===== src/rtl/vfifo_pkg.sv =====
// Shared definitions for the vfifo synchronous FIFO: sizing helpers and read-mode encodings.
package vfifo_pkg;

    // Read-mode encodings used for the FWFT parameter of vfifo_sync_fifo.
    typedef enum logic {
        RD_STD  = 1'b0,
        RD_FWFT = 1'b1
    } rd_mode_e;

    // Number of words addressed by an ADDR_WIDTH-bit pointer.
    function automatic int fifo_depth(input int addr_width);
        return 1 << addr_width;
    endfunction

    // Occupancy counter width; one extra bit so that level == DEPTH is representable.
    function automatic int level_width(input int addr_width);
        return addr_width + 1;
    endfunction

endpackage


===== src/rtl/vfifo_sdp_ram.sv =====
// Single-clock simple dual-port RAM: one write port, one read port with a registered
// read address and a combinational data output from that registered address.
module vfifo_sdp_ram #(
    parameter int DATA_WIDTH = 32,
    parameter int ADDR_WIDTH = 4
) (
    input  logic                  clk,
    input  logic                  we,
    input  logic [ADDR_WIDTH-1:0] adr_a,
    input  logic [DATA_WIDTH-1:0] d_a,
    input  logic                  re,
    input  logic [ADDR_WIDTH-1:0] adr_b,
    output logic [DATA_WIDTH-1:0] q_b
);

    logic [DATA_WIDTH-1:0] r_mem [0:(1 << ADDR_WIDTH)-1];
    logic [ADDR_WIDTH-1:0] r_adr_b;

    // Write port and read-address register; re holds the address so q_b stays stable.
    always_ff @(posedge clk) begin
        if (we) begin
            r_mem[adr_a] <= d_a;
        end
        if (re) begin
            r_adr_b <= adr_b;
        end
    end

    assign q_b = r_mem[r_adr_b];

endmodule


===== src/rtl/vfifo_sync_fifo.sv =====
// Single-clock FIFO around vfifo_sdp_ram: pointer/occupancy control, full/empty and
// almost flags, sticky overflow/underflow, synchronous flush, standard or FWFT read mode.
//
// Handshake: wr_en and rd_en are requests sampled on the rising edge. A write transfers
// iff wr_en && !full, a read (FWFT: pop of the head) transfers iff rd_en && !empty, both
// judged on the flag values before the edge; a refused request is dropped and latches
// overflow/underflow. clr wins over both requests in the same cycle.
module vfifo_sync_fifo
    import vfifo_pkg::*;
#(
    parameter int DATA_WIDTH   = 32,
    parameter int ADDR_WIDTH   = 4,
    parameter int FWFT         = 0,
    parameter int AFULL_LEVEL  = (1 << ADDR_WIDTH) - 2,
    parameter int AEMPTY_LEVEL = 2
) (
    input  logic                  clk,
    input  logic                  rst,
    input  logic                  clr,
    input  logic                  wr_en,
    input  logic [DATA_WIDTH-1:0] din,
    input  logic                  rd_en,
    output logic [DATA_WIDTH-1:0] dout,
    output logic                  dout_valid,
    output logic                  full,
    output logic                  empty,
    output logic                  almost_full,
    output logic                  almost_empty,
    output logic [ADDR_WIDTH:0]   level,
    output logic                  overflow,
    output logic                  underflow
);

    localparam int LW = level_width(ADDR_WIDTH);
    localparam logic [LW-1:0] DEPTH_L  = LW'(fifo_depth(ADDR_WIDTH));
    localparam logic [LW-1:0] AFULL_L  = LW'(AFULL_LEVEL);
    localparam logic [LW-1:0] AEMPTY_L = LW'(AEMPTY_LEVEL);

    logic [ADDR_WIDTH-1:0] r_wr_ptr;
    logic [ADDR_WIDTH-1:0] r_rd_ptr;
    logic [LW-1:0]         r_level;
    logic                  r_overflow;
    logic                  r_underflow;

    logic                  w_full;
    logic                  w_empty;
    logic                  w_wr_acc;
    logic                  w_rd_acc;
    logic                  w_ram_rd;
    logic [DATA_WIDTH-1:0] w_q_b;

    assign w_full   = (r_level == DEPTH_L);
    assign w_wr_acc = wr_en && !w_full && !clr;
    assign w_rd_acc = rd_en && !w_empty && !clr;

    vfifo_sdp_ram #(
        .DATA_WIDTH (DATA_WIDTH),
        .ADDR_WIDTH (ADDR_WIDTH)
    ) u_ram (
        .clk   (clk),
        .we    (w_wr_acc),
        .adr_a (r_wr_ptr),
        .d_a   (din),
        .re    (w_ram_rd),
        .adr_b (r_rd_ptr),
        .q_b   (w_q_b)
    );

    if (FWFT == int'(RD_FWFT)) begin : g_fwft
        // Two prefetch stages: s1 is the RAM output (word addressed by the registered
        // read address), the output register holds the visible head word.
        logic                  r_s1_valid;
        logic                  r_out_valid;
        logic [DATA_WIDTH-1:0] r_out_data;
        logic [LW-1:0]         w_ram_cnt;
        logic                  w_out_load;
        logic                  w_s1_free;

        // Words still waiting in the RAM behind the two prefetch stages.
        assign w_ram_cnt  = r_level - LW'(r_s1_valid) - LW'(r_out_valid);
        assign w_out_load = !r_out_valid || w_rd_acc;
        assign w_s1_free  = !r_s1_valid || w_out_load;
        assign w_ram_rd   = !clr && (w_ram_cnt != '0) && w_s1_free;

        // Advance the prefetch pipeline: s1 -> output register, RAM -> s1.
        always_ff @(posedge clk or posedge rst) begin
            if (rst) begin
                r_s1_valid  <= 1'b0;
                r_out_valid <= 1'b0;
                r_out_data  <= '0;
            end else if (clr) begin
                r_s1_valid  <= 1'b0;
                r_out_valid <= 1'b0;
                r_out_data  <= '0;
            end else begin
                if (w_out_load) begin
                    r_out_valid <= r_s1_valid;
                    if (r_s1_valid) begin
                        r_out_data <= w_q_b;
                    end
                end
                if (w_s1_free) begin
                    r_s1_valid <= w_ram_rd;
                end
            end
        end

        assign w_empty    = !r_out_valid;
        assign dout       = r_out_data;
        assign dout_valid = r_out_valid;
    end else begin : g_std
        logic r_dout_valid;

        assign w_ram_rd = w_rd_acc;

        // Data from an accepted read is presented for exactly the following cycle.
        always_ff @(posedge clk or posedge rst) begin
            if (rst) begin
                r_dout_valid <= 1'b0;
            end else begin
                r_dout_valid <= w_rd_acc;
            end
        end

        assign w_empty    = (r_level == '0);
        assign dout       = r_dout_valid ? w_q_b : '0;
        assign dout_valid = r_dout_valid;
    end

    // Pointers, occupancy and sticky error flags.
    always_ff @(posedge clk or posedge rst) begin
        if (rst) begin
            r_wr_ptr    <= '0;
            r_rd_ptr    <= '0;
            r_level     <= '0;
            r_overflow  <= 1'b0;
            r_underflow <= 1'b0;
        end else if (clr) begin
            r_wr_ptr    <= '0;
            r_rd_ptr    <= '0;
            r_level     <= '0;
            r_overflow  <= 1'b0;
            r_underflow <= 1'b0;
        end else begin
            if (w_wr_acc) begin
                r_wr_ptr <= r_wr_ptr + ADDR_WIDTH'(1);
            end
            if (w_ram_rd) begin
                r_rd_ptr <= r_rd_ptr + ADDR_WIDTH'(1);
            end
            if (w_wr_acc && !w_rd_acc) begin
                r_level <= r_level + LW'(1);
            end else if (!w_wr_acc && w_rd_acc) begin
                r_level <= r_level - LW'(1);
            end
            if (wr_en && w_full) begin
                r_overflow <= 1'b1;
            end
            if (rd_en && w_empty) begin
                r_underflow <= 1'b1;
            end
        end
    end

    assign full         = w_full;
    assign empty        = w_empty;
    assign level        = r_level;
    assign almost_full  = (r_level >= AFULL_L);
    assign almost_empty = (r_level <= AEMPTY_L);
    assign overflow     = r_overflow;
    assign underflow    = r_underflow;

endmodule


===== config.mk =====
export PLATFORM = sky130hd
export DESIGN_NAME = vfifo_sync_fifo
export DESIGN_NICKNAME = d
export VERILOG_FILES = /design/src/rtl/vfifo_pkg.sv /design/src/rtl/vfifo_sdp_ram.sv /design/src/rtl/vfifo_sync_fifo.sv
export SDC_FILE = /design/constraint.sdc
export NUM_CORES = 1
export LEC_CHECK = 0
export ABC_AREA = 1
export CELL_PAD_IN_SITES_DETAIL_PLACEMENT = 0
export CELL_PAD_IN_SITES_GLOBAL_PLACEMENT = 2
export CORE_ASPECT_RATIO = 2
export CORE_MARGIN = 2
export CORE_UTILIZATION = 46
export CTS_CLUSTER_SIZE = 25
export DETAILED_ROUTE_END_ITERATION = 7
export PLACE_DENSITY = 0.9
export REMOVE_ABC_BUFFERS = 1
export SETUP_SLACK_MARGIN = 0.2
export SYNTH_ARGS = -nofsm -noshare
export SYNTH_HDL_FRONTEND = slang
export SYNTH_SLANG_ARGS = --single-unit

===== constraint.sdc =====
create_clock -name clk -period 4.9 [get_ports clk]
set_input_delay 0.735 -clock clk [delete_from_list [all_inputs] [get_ports clk]]
set_output_delay 0.735 -clock clk [all_outputs]
set_load 0.01 [all_outputs]

==> impl_metrics.tcl, run 1 <==
set metrics [dict create \
    critical_path_peak_fanout 115 \
    reg2reg_depth 7 \
    initial_core_util_pct 46.3 \
    gp_congestion 0.721 \
    grt_pass1_wl_um 80200 \
    vias_per_cell 5.53 \
    syn_inst 1741 \
    rows 112 \
    synth-seq-cells 536 \
    syn_area_sq_mm 0.0215 \
    critPathKind "reg2out" \
    worstMarginPinSlew_ns 1.02 \
    die_w_um 157 \
    layout_commonest_cell "edfxtp_1" \
    vias 13600 \
    ys_types 22 \
    layoutNonFillerInstCount 2464 \
    dp_slack_ns 1.45 \
    cts_htree_levels 2 \
    die_y_um 310 \
    irDropWorstVdd_mv 0.398 \
    ys_warn_count 0 \
    gr-total-overflow 0 \
    post_cts_resized 0 \
    routed_wl_um 53100 \
    period_share_pct 82.5 \
    diodes 0 \
    holdWs_ns 0.445 \
    cp.arrival_ns 3.31 \
    holdCritPathClass "reg2reg" \
    p_per_area_mw_per_mm2 457 \
    drive_above_1_share_pct 7.02 \
    detail-route-antenna-nets 0 \
    clock-sinks 536 \
    synth_top_area_share_pct 72.1 \
    synth_seq_area_share_pct 74.3 \
    placed_cells 2376 \
    yosys.area.top_type "edfxtp_1" \
    endpoint_kind "primary output" \
    ios 81 \
    ctsHoldBuffers 0 \
    remaining_drc_errors 0 \
    antenna_found_initial 1 \
    rsz0062_at_grt "false" \
    insertion_delay_ns 0.59 \
    final.setup.worst_slack_ns 0.857 \
    drv_slew 0 \
    max_freq_ghz 0.247 \
    setup_viol 0 \
    maxCapViolations 0 \
    drt-pass1-iter-count 5 \
    grt_pass1_vias 13300 \
    synthToLayoutAreaGrowth_pct 14.7 \
    place_hpwl_um 26700 \
    status "completed" \
    placement.io_buffers 80 \
    cts_tree "done" \
    hold_depth 2 \
    grt_start_max_net_pins 121 \
    die_area_sq_mm 0.0486 \
    worstPathRequired_ns 4.16 \
    clk_pin_slew_ns 0.06 \
    root_buffer "clkbuf_16" \
    first_iter_violations 1232 \
    cp-start-kind "flop" \
    grt_use_total_pct 22.0 \
    utilization_pct 53.1 \
    fin_nets 1846 \
    postSynthAreaPerCell_sq_um 12.3 \
    fin_worst_skew_ns 0.0114 \
    avgRoutedWirePerCell_um 21.6 \
    leakage_nw 8.13 \
    clock_path_buffers 3 \
    final_cell_mix "edfxtp_1 (516), nor2_1 (451), o21ai_0 (180)" \
    core_sq_mm 0.0464 \
    max-slew-margin-rel_pct 31.9 \
    finalHoldViolations 0 \
    total_power_mw 11.3 \
    numCtsBuffers 48 \
    period_minus_slack_ns 4.04 \
    post_cts_buffers 0 \
    synth_area_leaders "edfxtp_1 (72%), nor2_1 (8.2%), o21ai_0 (4.2%)" \
]
-- area by class of cell --
cell class | instances | area [sq um]
Inverter | 21 | 86.3
Tap cell | 627 | 785
Clock buffer | 56 | 1230
Sequential cell | 536 | 16000
Clock inverter | 32 | 317
Multi-Input combinational cell | 1076 | 5010
Fill cell | 3909 | 21700
Timing Repair Buffer | 116 | 1220
-- cell usage after synthesis --
| cell type | n |
|---|---|
| xnor2_1 | 2 |
| edfxtp_1 | 516 |
| nor3_1 | 2 |
| dfxtp_1 | 4 |
| fa_1 | 1 |
| buf_1 | 20 |
| o21ai_0 | 180 |
| buf_2 | 14 |
| xor2_1 | 1 |
| inv_2 | 3 |
| o211ai_1 | 44 |
| dfrtp_1 | 16 |
| nand3_1 | 165 |
| clkbuf_1 | 54 |
| inv_1 | 18 |
| buf_6 | 12 |
| o21ai_1 | 78 |
| nor2_1 | 467 |
| nand2_1 | 88 |
| a21oi_1 | 39 |
| buf_4 | 8 |
| ha_1 | 9 |
-- cells by family after synthesis --
family / synth area share [%]
compound gates: 8.45
xor+xnor: 0.122
fa+ha+maj: 0.617
buf+inv: 2.89
flops: 74.3
simple gates: 13.6
-- registers in the layout (all words and copies together), names as in the netlist, named ones only --
| register | count |
|---|---|
| level | 5 |
| dout_valid | 1 |
| r_wr_ptr | 4 |
| u_ram.r_mem | 512 |
| underflow | 1 |
| overflow | 1 |
| u_ram.r_adr_b | 4 |
| r_rd_ptr | 4 |
-- power breakdown --
part	leakage, nW	switching (mW)	total, mW	internal (mW)
sequential	4.90	0.101	5.23	5.13
combinational	2.49	1.51	2.29	0.783
clock	0.740	1.66	3.74	2.08
-- critical path, stage by stage, from the launching register on --
cell             delay [ns]
dfxtp_4                0.71
buf_12                 0.52
nor2_1                 0.10
nor2_1                 0.11
o21ai_0                0.13
nand3_1                0.11
nand3_1                0.09
a21oi_1                0.31
clkdlybuf4s50_1        0.60
-- final timing paths --
| kind | startpoint | end | slack (ns) |
|---|---|---|---|
| min reg2reg | u_ram.r_adr_b[3] | flop | 0.44 |
| min in group asynchronous | rst | underflow | 0.55 |
| max in group asynchronous | rst | r_rd_ptr[3] | 3.91 |
| min | u_ram.r_adr_b[3] | flop | 0.44 |
| max reg2reg | level[2] | u_ram.r_mem[7][31] | 2.25 |
| max | flop | dout[25] | 0.86 |
-- through the flow --
step | setup TNS (ns) | instance area, sq um
CTS | 0 | 24600
floorplan | -143.79 | 20900
detailed placement | 0 | 23100
global placement | 0 | 23100
finish | 0 | 24600
global route | 0 | 24600
-- layer usage --
| metal | vias to the layer above | GRT usage, % | wire [um] |
|---|---|---|---|
| met1 | 6676 | 29.3 | 21800 |
| li1 | 6357 | - | - |
| met5 | - | 0 | 18 |
| met3 | 101 | 3.11 | 3300 |
| met2 | 495 | 37.3 | 26500 |
| met4 | 2 | 7.40 | 1580 |
(Power assumes the default switching activity.)
==> inputs of run 2 (changes only) <==
Settings changed: CORE_UTILIZATION 46 to 42, PLACE_DENSITY 0.9 to 0.83.
Clock period 4.9 ns to 3.8 ns, I/O delays scaled along.
==> run 2 against run 1 <==
  * Combinational power rose by 36%
  * Via count up 1.1%
  * Non-clock buffer count rose by 20
  * First-iteration DRC count fell by 12%
  * Wire length increased by 5.1%
  * Critical path depth down 2
  * Global-route usage fell by 0.80 points
  * Sequential power up 28%
  * Sequential share of layout area shrank 1.1 points
  * Design area is 1.7% higher
  * Power up 32%
  * Largest power group unchanged
==> impl_metrics.tcl, run 2 (synthesis results as in run 1) <==
set metrics [dict create \
    maxCapViolations 0 \
    rr_startpoint "level[0]" \
    rsz0062_at_grt "false" \
    ctsHoldBuffers 0 \
    gr-total-overflow 0 \
    grt_pass1_wl_um 83300 \
    reg2reg_depth 14 \
    cp.arrival_ns 2.93 \
    cts_htree_levels 2 \
    rows 117 \
    grt_start_max_net_pins 121 \
    ios 81 \
    cts_tree "done" \
    worstMarginPinSlew_ns 1.07 \
    slowest_delay_ns 0.61 \
    finalHoldViolations 0 \
    die_area_sq_mm 0.0531 \
    detail-route-antenna-nets 0 \
    die_y_um 324 \
    critPathKind "reg2out" \
    final.setup.worst_slack_ns 0.299 \
    reg2reg_slack_ns 1.09 \
    max_freq_ghz 0.286 \
    grt_pass1_vias 13800 \
    numCtsBuffers 46 \
    cp-start-kind "flop" \
    setup_viol 0 \
    largest_register "u_ram.r_mem" \
    final_cell_mix "edfxtp_1 (516), nor2_1 (451), o21ai_0 (180)" \
    clk_pin_slew_ns 0.07 \
    place_hpwl_um 29500 \
    drv_slew 0 \
    dpl_cell_area_sq_mm 0.0234 \
    period_share_pct 92.1 \
    die_w_um 164 \
    dp_slack_ns 0.730 \
    vias_per_cell 5.49 \
    antenna_found_initial 4 \
    period_minus_slack_ns 3.50 \
    largest_reg_flops 512 \
    drive_above_1_share_pct 8.31 \
    root_buffer "clkbuf_16" \
    fin_setup_tns_ns 0 \
    gp_congestion 0.755 \
    clock-sinks 536 \
    insertion_delay_ns 0.58 \
    slowest_stage "clkdlybuf4s50_1" \
    worst_r2r_endpoint "level[4]" \
    holdCritPathClass "in2async" \
    avgRoutedWirePerCell_um 22.3 \
    utilization_pct 49.4 \
    leakage_nw 8.31 \
    holdWs_ns 0.398 \
    first_iter_violations 1086 \
    endpoint_kind "primary output" \
    layout_commonest_cell "edfxtp_1" \
    routed_wl_um 55900 \
    worstPathRequired_ns 3.23 \
    grt_use_total_pct 21.2 \
    p_per_area_mw_per_mm2 593 \
    remaining_drc_errors 0 \
    clock_path_buffers 3 \
    synthToLayoutAreaGrowth_pct 16.7 \
    status "completed" \
    placement.io_buffers 80 \
    fin_worst_skew_ns 0.0127 \
    core_sq_mm 0.0508 \
    initial_core_util_pct 42.3 \
    fin_nets 1864 \
    critical_path_peak_fanout 120 \
    final_area_sq_mm 0.0251 \
    path_cells "buf_12, o21ai_0, o211ai_1, nand3_1, a21oi_1, clkdlybuf4s50_1" \
    drt-pass1-iter-count 5 \
    vias 13800 \
    irDropWorstVdd_mv 0.415 \
    max-slew-margin-rel_pct 28.4 \
]
## run 2: changes by cell type in the layout (fill, tap and decap cells not counted), moves of 2 or more
| cell | before | now |
|---|---|---|
| buf_12 | 12 | 24 |
| buf_4 | 24 | 30 |
| clkinv_1 | 12 | 7 |
| clkinv_2 | 6 | 10 |
| bufinv_16 | 5 | 8 |
| clkbuf_1 | 8 | 5 |
| clkinvlp_4 | 5 | 3 |
| diode_2 | 0 | 2 |
| inv_6 | 2 | 0 |
## run 2: how the worst max path moves through the flow
stage,from,to,slack (ns),cells after the start
3_5_place_dp,clr,level[4],0.73,13
6_report,flop,dout[18],0.30,6
4_1_cts,flop,dout[24],0.21,7
2_1_floorplan,flop,dout[30],-5.45,5
3_3_place_gp,flop,dout[10],0.71,8
5_1_grt,flop,dout[18],0.20,6
## run 2: power breakdown
| group | leakage [nW] | internal [mW] | switching, mW |
|---|---|---|---|
| combinational | 2.62 | 1.10 | 2.02 |
| sequential | 4.90 | 6.61 | 0.108 |
| clock | 0.788 | 2.90 | 2.12 |
## run 2: cell type report
class	instances	area [sq um]
antenna	2	5.00
clock buffer	54	1240
clock inverter	31	373
fill	4389	25700
inverter	21	98.8
multi-input combinational	1076	5010
sequential	536	16000
tap	654	818
timing repair buffer	136	1530
## run 2: routing by layer
layer	GRT usage, %	part of all wire [%]	wire [um]
met5	0	0.043	24
met2	38.1	52	28900
met3	3.02	5.5	3080
met1	25.7	39	22000
met4	8.19	3.3	1850
## run 2: stage by stage
stage                     total power [mW]  instances
after floorplan                       8.70       1633
after global placement                9.93       2421
after detailed placement              9.96       2421
after CTS                             15.0       2507
after global routing                  15.5       2510
final                                 14.9       2510
## run 2: repair_timing
item,in CTS,in global routing
setup buffers,1,1
gates resized for setup,1,4
setup endpoints to repair,13,15
## run 2: worst max-delay path: cells and delay by family, from the launching register on
family,cells,cell delay [ns]
compound gates,3,0.71
simple gates,1,0.10
buf+inv,2,1.14
flops,1,0.39
==> inputs of run 3 (changes only) <==
--- a/config.mk
+++ b/config.mk
@@ -15,4 +15,5 @@
 export DETAILED_ROUTE_END_ITERATION = 7
 export PLACE_DENSITY = 0.83
+export RECOVER_POWER = 100
 export REMOVE_ABC_BUFFERS = 1
 export SETUP_SLACK_MARGIN = 0.2
==> constraint.sdc (replaced) <==
create_clock -name clk -period 3.8 [get_ports clk]
set_input_delay 0.57 -clock clk [delete_from_list [all_inputs] [get_ports clk]]
set_output_delay 0.57 -clock clk [all_outputs]
set_load 0.1 [all_outputs]
==> run 3 against run 2 <==
  * Critical path depth grew 1
  * Via count shrank 0.43%
  * Sequential cell count is the same
  * Critical endpoint is now dout[20]
  * Clock power shrank 9.2%
  * First-iteration DRC count grew 10%
  * Worst setup slack lost 0.0092 ns
  * Clock skew grew 0.0038 ns
  * Die area is the same
  * The run now ends with max-capacitance violations, max-slew violations left
==> impl_metrics.tcl, run 3 (synthesis results as in run 1) <==
set metrics [dict create \
    p_clk_share_pct 30.1 \
    drt-pass1-iter-count 5 \
    worstPathRequired_ns 3.23 \
    rows 117 \
    max-slew-margin-rel_pct -32.2 \
    fill_cells 4392 \
    p_sw_mw 4.97 \
    grt_pass1_vias 13600 \
    dp_slack_ns 0.786 \
    avgRoutedWirePerCell_um 22.4 \
    numCtsBuffers 46 \
    synthToLayoutAreaGrowth_pct 15.1 \
    use_met3_pct 3.08 \
    gp_congestion 0.756 \
    vias_per_cell 5.48 \
    violations "max-capacitance violations, max-slew violations" \
    antenna_found_initial 3 \
    ctsHoldBuffers 0 \
    cp-start-kind "flop" \
    die_area_sq_mm 0.0531 \
    clk_pin_slew_ns 0.07 \
    critPathKind "reg2out" \
    status "complete, but fails checks" \
    layout_commonest_cell "edfxtp_1" \
    slowest_delay_ns 0.51 \
    final_cell_mix "edfxtp_1 (516), nor2_1 (459), o21ai_0 (180)" \
    cts_tree "done" \
    routed_wl_um 55900 \
    ios 81 \
    insertion_delay_ns 0.58 \
    p_comb_share_pct 25.5 \
    diodes 0 \
    cp.arrival_ns 2.94 \
    holdCritPathClass "reg2reg" \
    placement.io_buffers 80 \
    period_minus_slack_ns 3.51 \
    grt_start_max_net_pins 121 \
    clock_path_buffers 3 \
    root_buffer "clkbuf_16" \
    path_cells "inv_6, buf_4, o21ai_0, nand3_1, nand3_1, a21oi_1, clkbuf_2" \
    final.setup.worst_slack_ns 0.289 \
    holdWs_ns 0.453 \
    slowest_stage "clkbuf_2" \
    power.share.sequential_pct 44.4 \
    crit_family "buffers and inverters" \
    vias 13700 \
    die_w_um 164 \
    gr-total-overflow 0 \
    critical_path.most_common_cell "nand3_1" \
    total_power_mw 15.2 \
    path_buf_inv 3 \
    drive_above_1_share_pct 8.60 \
    initial_core_util_pct 42.3 \
    detail-route-antenna-nets 0 \
    grt.busiest_layer "met2" \
    p_int_mw 10.2 \
    fin_nets 1859 \
    fin_worst_skew_ns 0.0166 \
    drv_slew 30 \
    critical_path_peak_fanout 43 \
    grt_pass1_wl_um 83300 \
    maxCapViolations 2 \
    largest_register "u_ram.r_mem" \
    groute.layer.met1.usage_pct 26.0 \
    remaining_drc_errors 0 \
    place_hpwl_um 28700 \
    cts_htree_levels 2 \
    post_cts_resized 0 \
    post_cts_buffers 0 \
    core_sq_mm 0.0508 \
    rsz0062_at_grt "false" \
    endpoint_kind "primary output" \
    largest_reg_flops 512 \
    met2_usage_pct 38.2 \
    period_share_pct 92.4 \
    grt_use_total_pct 21.2 \
    max_freq_ghz 0.285 \
    worstMarginPinSlew_ns 1.98 \
    p_sw_share_pct 32.8 \
    finalHoldViolations 0 \
    clock-sinks 536 \
    leakage_nw 8.28 \
    setup_viol 0 \
    first_iter_violations 1196 \
    irDropWorstVdd_mv 0.736 \
    p_per_area_mw_per_mm2 613 \
    die_y_um 324 \
]
## run 3: path summary, 6_finish.rpt
kind	start	endpoint	slack, ns	cells after the start
worst max register to register	level[2]	u_ram.r_mem[6][5]	0.42	7
worst min register to register	u_ram.r_adr_b[0]	flop	0.45	2
max in group asynchronous	rst	dout_valid	2.85	2
worst min-delay path	u_ram.r_adr_b[0]	flop	0.45	2
worst max-delay path	flop	dout[20]	0.29	7
min in group asynchronous	rst	r_wr_ptr[1]	0.52	2
## run 3: worst register-to-register path, cell delays in order (launching register included)
cell      delay (ns)
dfrtp_1         0.48
nor2_1          0.12
nand3_1         0.15
nand2_1         0.14
inv_1           0.14
nand2_1         0.24
nor2_1          0.93
clkbuf_4        0.78
## run 3: area by class of cell
| type | count | area, sq um | share of cell area [%] |
|---|---|---|---|
| multi-input combinational | 1076 | 4950 | 20.0 |
| clock inverter | 28 | 214 | 0.865 |
| tap | 654 | 818 | 3.31 |
| inverter | 21 | 86.3 | 0.349 |
| timing repair buffer | 131 | 1470 | 5.96 |
| clock buffer | 56 | 1210 | 4.89 |
| sequential | 536 | 16000 | 64.6 |
## run 3: stage by stage
stage / utilization [%] / std cells / cell area [sq um] / setup TNS (ns)
after floorplan: - / 1633 / 20900 / -188.25
after global placement: 46.4 / 2417 / 23600 / 0
after detailed placement: 46.4 / 2417 / 23600 / 0
after CTS: 49.3 / 2501 / 25000 / 0
after global routing: 48.7 / 2502 / 24700 / 0
final: 48.7 / 2502 / 24700 / 0
## run 3: power groups by stage
| stage | registers (mW) | logic, mW | clock network, mW |
|---|---|---|---|
| finish | 6.73 | 3.87 | 4.56 |
| global route | 6.75 | 4.23 | 4.86 |
| CTS | 6.75 | 3.98 | 4.66 |
| detailed placement | 6.88 | 3.96 | 0 |
| global placement | 6.88 | 3.95 | 0 |
| floorplan | 7.23 | 2.23 | 0 |
## run 3: routing by layer
layer	routed length [um]	up-vias
met4	1700	4
met3	2550	104
met2	29500	334
met5	27	-
met1	22100	6911
li1	-	6367
